<file path="src/rtl/semi_auto.sv">
// semi_auto: semi-automatic navigation controller.
// The controller drives the car along corridors. It turns by itself at dead
// ends and at single-exit corners. At junctions with a choice it stops and
// waits for a user command. Turns use a trigger/handshake with the turning
// unit through is_turning.
module semi_auto (
    input  logic       clk,
    input  logic       rst,
    input  logic       enable,
    input  logic       is_turning,
    input  logic       move_forward,
    input  logic       move_left,
    input  logic       move_right,
    input  logic       move_backward,
    input  logic [3:0] detector,
    output logic       out_move_forward,
    output logic       trigger_turn_left,
    output logic       trigger_turn_right,
    output logic       trigger_turn_back
);

    typedef enum logic [2:0] {
        ST_WAIT       = 3'd0,
        ST_MOVING     = 3'd1,
        ST_TURN_START = 3'd2,
        ST_TURN_END   = 3'd3,
        ST_LEAVE      = 3'd4
    } state_t;

    state_t state_q;
    logic   fwd_q;
    logic   trig_left_q;
    logic   trig_right_q;
    logic   trig_back_q;

    // Wall sensor decode. The back sensor is never consulted.
    logic wall_front;
    logic wall_left;
    logic wall_right;
    logic corridor;

    assign wall_front = detector[3];
    assign wall_left  = detector[1];
    assign wall_right = detector[0];
    assign corridor   = !wall_front && wall_left && wall_right;

    // Single FSM. Outputs are registered with the state. Triggers default
    // low, so every trigger lasts exactly one cycle.
    always_ff @(posedge clk) begin
        if (rst || !enable) begin
            state_q      <= ST_WAIT;
            fwd_q        <= 1'b0;
            trig_left_q  <= 1'b0;
            trig_right_q <= 1'b0;
            trig_back_q  <= 1'b0;
        end else begin
            trig_left_q  <= 1'b0;
            trig_right_q <= 1'b0;
            trig_back_q  <= 1'b0;
            case (state_q)
                ST_WAIT: begin
                    fwd_q <= 1'b0;
                    // Priority is forward > left > right > back. A command
                    // whose way is blocked falls through to the next one.
                    if (move_forward && !wall_front) begin
                        fwd_q   <= 1'b1;
                        state_q <= ST_LEAVE;
                    end else if (move_left && !wall_left) begin
                        trig_left_q <= 1'b1;
                        state_q     <= ST_TURN_START;
                    end else if (move_right && !wall_right) begin
                        trig_right_q <= 1'b1;
                        state_q      <= ST_TURN_START;
                    end else if (move_backward) begin
                        trig_back_q <= 1'b1;
                        state_q     <= ST_TURN_START;
                    end
                end
                ST_MOVING: begin
                    if (corridor) begin
                        fwd_q <= 1'b1;
                    end else if (wall_front && wall_left && wall_right) begin
                        fwd_q       <= 1'b0;
                        trig_back_q <= 1'b1;
                        state_q     <= ST_TURN_START;
                    end else if (wall_front && !wall_left && wall_right) begin
                        fwd_q       <= 1'b0;
                        trig_left_q <= 1'b1;
                        state_q     <= ST_TURN_START;
                    end else if (wall_front && wall_left && !wall_right) begin
                        fwd_q        <= 1'b0;
                        trig_right_q <= 1'b1;
                        state_q      <= ST_TURN_START;
                    end else begin
                        // The junction offers a choice, so hand over to the user.
                        fwd_q   <= 1'b0;
                        state_q <= ST_WAIT;
                    end
                end
                ST_TURN_START: begin
                    fwd_q <= 1'b0;
                    if (is_turning) begin
                        state_q <= ST_TURN_END;
                    end
                end
                ST_TURN_END: begin
                    fwd_q <= 1'b0;
                    if (!is_turning) begin
                        fwd_q   <= 1'b1;
                        state_q <= ST_LEAVE;
                    end
                end
                ST_LEAVE: begin
                    // Drive out of the junction without deciding anything.
                    fwd_q <= 1'b1;
                    if (corridor) begin
                        state_q <= ST_MOVING;
                    end
                end
                default: begin
                    fwd_q   <= 1'b0;
                    state_q <= ST_WAIT;
                end
            endcase
        end
    end

    assign out_move_forward   = fwd_q;
    assign trigger_turn_left  = trig_left_q;
    assign trigger_turn_right = trig_right_q;
    assign trigger_turn_back  = trig_back_q;

endmodule

</file>
<file path="config.mk">
export PLATFORM = sky130hd
export DESIGN_NAME = semi_auto
export DESIGN_NICKNAME = d
export VERILOG_FILES = /design/src/rtl/semi_auto.sv
export SDC_FILE = /design/constraint.sdc
export NUM_CORES = 1
export LEC_CHECK = 0
export CORE_AREA = 2 2 39 41
export CTS_BUF_LIST = sky130_fd_sc_hd__clkbuf_16
export DETAILED_ROUTE_END_ITERATION = 8
export DIE_AREA = 0 0 41 43
export PLACE_DENSITY = 0.69
export SYNTH_ARGS = -nofsm -noshare
export SYNTH_HDL_FRONTEND = slang
export SYNTH_SLANG_ARGS = --single-unit
</file>
<file path="constraint.sdc">
create_clock -name clk -period 1.4 [get_ports clk]
set_input_delay 0.21 -clock clk [delete_from_list [all_inputs] [get_ports clk]]
set_output_delay 0.21 -clock clk [all_outputs]
set_load 0.02 [all_outputs]
</file>
# ---- Word level (Yosys, flattened, before mapping)
# Index checks and enable logic that the tools add are counted.
dict set report totals {
  register_bits 7
  elab_cells 68
  in_bits 12
  out_inout_bits 4
}
dict set report op_classes {
  n_eq_ne 9
  muxes 37
  reduce_logical 17
}
# op n
set op_table {}
lappend op_table {{3-bit 2-to-1 mux} 8}
lappend op_table {{1-bit 2-to-1 mux} 21}
lappend op_table {{3-bit case mux with 5 select lines} 1}
lappend op_table {{1-bit logical AND} 10}
lappend op_table {{2-bit inequality test (second input constant)} 4}
lappend op_table {{3-bit by 2-bit equality test with 1-bit output (second input constant)} 2}
lappend op_table {{2-bit 2-to-1 mux} 3}
lappend op_table {{1-bit case mux with 2 select lines} 3}
lappend op_table {{5-bit inequality test (second input constant)} 1}
lappend op_table {{5-bit AND reduction} 1}
lappend op_table {{1-bit zero test} 4}
lappend op_table {{1-bit case mux with 4 select lines} 1}
lappend op_table {{3-bit by 1-bit equality test with 1-bit output (second input constant)} 1}
lappend op_table {{3-bit equality test (second input constant)} 1}
lappend op_table {{3-bit zero test} 1}
lappend op_table {{1-bit logical OR} 1}

# ---- Longest topological paths before layout
dict set report logic_depth {
  depth_word 7
  depth_mapped 5
  mapped_depth_nobuf 4
}

# ---- Least setup slack after synthesis
# Ideal clock, no wire load.
dict set report synth_timing {
  path_kind {register to register}
  startpoint {register state_q[2]}
  endpoint {register state_q[0]}
  arrival_time_ns 1.115
  path_buffers 1
  path_stages_with_launch 6
  t_required_ns 1.328
  period_less_slack_ns 1.187
  setup_slack_ns 0.213
  setup_ns 0.072
  path_cell_list {dfxtp_1 buf_6 nor3_4 nand3_1 o221ai_2 mux2i_1}
}
dict set report synth_between {
  elab_chain_len 3
  elab_cells_between_ends 12
  cone_classes {eq/ne (9); mux (1); reduce/logical (2)}
}
# item line
set synth_lines {}
lappend synth_lines {{start: declaration} 30} ;# state_t state_q;
lappend synth_lines {{start signal: assignment} 51} ;# state_q <= ST_WAIT;
lappend synth_lines {{start signal: assignment} 67} ;# state_q <= ST_LEAVE;
lappend synth_lines {{start signal: assignment} 70} ;# state_q <= ST_TURN_START;
lappend synth_lines {{3-bit zero test, or another cell as far along} 60} ;# case (state_q)
lappend synth_lines {{5-bit inequality test (no source line) or 2-bit inequality test (tied branches)} -}
lappend synth_lines {{5-bit AND reduction (no source line)} -}
# Parallel ways exist; a longest one is shown, timed or not.
# A chain may end at the register's enable or synchronous reset.

# ---- Worst setup path in the final report
dict set report layout_timing {
  startpoint {register trig_left_q, in the netlist trigger_turn_left}
  endpoint {output port trigger_turn_left}
}
# item line
set layout_rtl {}
lappend layout_rtl {{start: declaration} 32} ;# logic trig_left_q;
lappend layout_rtl {{start signal: assignment} 53} ;# trig_left_q <= 1'b0;
lappend layout_rtl {{start signal: assignment} 57} ;# trig_left_q <= 1'b0;
lappend layout_rtl {{start signal: assignment} 69} ;# trig_left_q <= 1'b1;
lappend layout_rtl {{end: declaration} 17} ;# output logic trigger_turn_left,
# No word-level cell between the ends.

==> flow_metrics.tcl <==
set metrics [dict create \
    gp_congestion 0.820 \
    synth_seq_cells 7 \
    dr.pass1.iters 4 \
    synth_cell_type_count 28 \
    fin_nets 96 \
    fin_crit_ns 1.34 \
    wl_mm 1.22 \
    synth_common_cells "7 x dfxtp_1, 7 x nand2b_1, 5 x nand2_1" \
    first_global_vias 506 \
    cts.clk_slew.worst_paths_ns 0.03 \
    crit_path_max_incr_delay_ns 0.60 \
    numCtsBuffers 3 \
    synth_top_area_frac 0.271 \
    root_buffer "clkbuf_16" \
    p_leak_nw 0.344 \
    die_h_um 43 \
    avgRoutedWirePerCell_um 12.3 \
    coreArea_um2 1380 \
    yosysSeqAreaShare 0.271 \
    reg2reg_to "state_q[2]$_SDFFE_PP0P_" \
    cp.required_ns 1.19 \
    n_antenna_cell 0 \
    setup_viol 0 \
    syn_area_per_cell_um2 8.49 \
    reg2reg_slack_ns 0.18 \
    instances_no_fill 99 \
    cp_cell_sequence "clkdlybuf4s50_1" \
    critical_path_class "reg -> out" \
    dpl.cell_count 95 \
    synth_fp_nets 73 \
    fp.dieArea_um2 1760 \
    status "complete, no violations" \
    vias 521 \
    clk_latency_ns 0.23 \
    yosysWarnings 0 \
    htreeDepth 1 \
    syn_area_um2 518 \
    gr-usage-all-layers 0.178 \
    ys.flop_type "dfxtp_1" \
    drive_gt1_frac 0.217 \
    cts_tree "built" \
    peakVddDrop_v 0.000670 \
    syn2layout_area_growth_pct 52.2 \
    synthCells 61 \
    clock_sinks 7 \
    grt_max_degree 12 \
    antenna_found_initial 0 \
    tightest_slew_ns 0.262 \
    rows 14 \
    maxSlewViolCount 0 \
    yosys.area.top_type "dfxtp_1" \
    synth-edff-count 0 \
    crit_path_start_kind "flip-flop" \
    hold_path_depth 2 \
    maxSlewHeadroom 0.825 \
    skew_ns 0.000258 \
    portBuffers 14 \
    path_buf_inv 1 \
    io_pins 16 \
    drt-initial-drc-count 10 \
    postCtsSetupRepairBufs 0 \
    async_flop_share 0 \
    max_freq_ghz 0.748 \
    cts.path.max_buffers 2 \
    slowest_stage "clkdlybuf4s50_1" \
    initial_core_util 0.374 \
    crit_family "buffers and inverters" \
    drc 0 \
    whs_endpoint "trigger_turn_left$_SDFF_PP0_" \
    regToRegStartpoint "state_q[2]$_SDFFE_PP0P_" \
    hold_violations 0 \
    crit_fanout 1 \
    maxCapViolations 0 \
    dp_hpwl_um 953 \
    fin_crit_sh 0.955 \
    fp.dieW_um 41 \
    grt-ovfl-total 0 \
    reg2reg_depth 4 \
    rsz0062_at_grt "true" \
    critPathArrivalTime_ns 1.13 \
    hold_path_class "in -> reg" \
    worstSetupEndpointType "primary output" \
    power_density_nw_per_um2 1100 \
    drtAntennaViolNets 0 \
    netlist_top_cells_area "dfxtp_1 27%, nand2b_1 8.5%, mux2i_1 5.8%, and2b_1 4.3%, buf_6 4.3%" \
    min_from "detector[1]" \
    setup_tns_ns 0 \
    viasPerCell 5.26 \
    grt_pass1_wl_mm 1.99 \
]
## area by class of cell
class                      instances  area (µm²)
multi-input combinational         50         344
tap                               16        20.0
fill                             133         596
sequential                         7         144
clock inverter                     1        3.75
timing repair buffer              21         198
clock buffer                       3        75.1
inverter                           1        3.75
## state kept, by name (all words and copies together) (netlist names)
name / flops
state_q: 3
out_move_forward: 1
trigger_turn_back: 1
trigger_turn_left: 1
trigger_turn_right: 1
## placed cells by master (no fill, tap or decap), types with 3 or more instances in the layout
master / n
dfxtp_2: 3
buf_4: 7
nand2_1: 5
and2b_1: 3
nand2b_1: 7
clkdlybuf4s50_1: 12
nand3_1: 3
nor2_1: 3
dfxtp_1: 4
clkbuf_16: 3
mux2i_1: 3
## per-stage QoR
| stage | total power (W) | cell area, µm² | hold slack, ns | utilization | worst slack [ns] |
|---|---|---|---|---|---|
| final | 0.000863 | 788 | 0.318 | 0.570 | 0.0625 |
| after global routing | 0.000907 | 788 | 0.336 | 0.570 | -0.000808 |
| after CTS | 0.000871 | 779 | 0.616 | 0.563 | 0.0305 |
| after global placement | 0.000384 | 701 | 0.599 | 0.506 | -0.195 |
| after detailed placement | 0.000387 | 701 | 0.599 | 0.506 | -0.209 |
| after floorplan | 0.000321 | 518 | 0.289 | - | 0.213 |
## how the worst max path moves through the flow
stage	startpoint	depth (start not counted)	slack [ns]	end
finish	trigger_turn_left$_SDFF_PP0_	1	0.06	trigger_turn_left
global route	detector[3]	5	-0.0008	state_q[2]$_SDFFE_PP0P_
CTS	detector[1]	5	0.03	state_q[2]$_SDFFE_PP0P_
detailed placement	detector[1]	5	-0.21	state_q[2]$_SDFFE_PP0P_
global placement	detector[1]	5	-0.19	state_q[0]$_SDFFE_PP0P_
floorplan	state_q[2]$_SDFFE_PP0P_	5	0.21	state_q[0]$_SDFFE_PP0P_
## logic make-up after synthesis
kind of cell | after synthesis | share of synthesized area
multiplexers | 3 | 0.0580
AND/OR/NAND/NOR | 33 | 0.401
AO/OA/AOI/OAI | 14 | 0.205
buffers and inverters | 4 | 0.0652
flip-flops | 7 | 0.271
## per-layer routing
metal / global-route usage / routed length (µm)
met4: 0.160 / 44
met5: 0 / 0
met2: 0.284 / 592
met3: 0.0471 / 69
met1: 0.170 / 511
## where the power goes
group          internal, W  switching (W)  total [W]
Clock             0.000371       0.000107   0.000478
Combinational    0.0000905      0.0000669   0.000157
Sequential        0.000211      0.0000171   0.000228
## repair_timing
action | 4_1_cts | 5_1_grt
gates resized for setup | 0 | 6
hold buffers | 0 | 0
endpoints found under the setup margin | 0 | 3
Power figures use the tool's default switching activity.
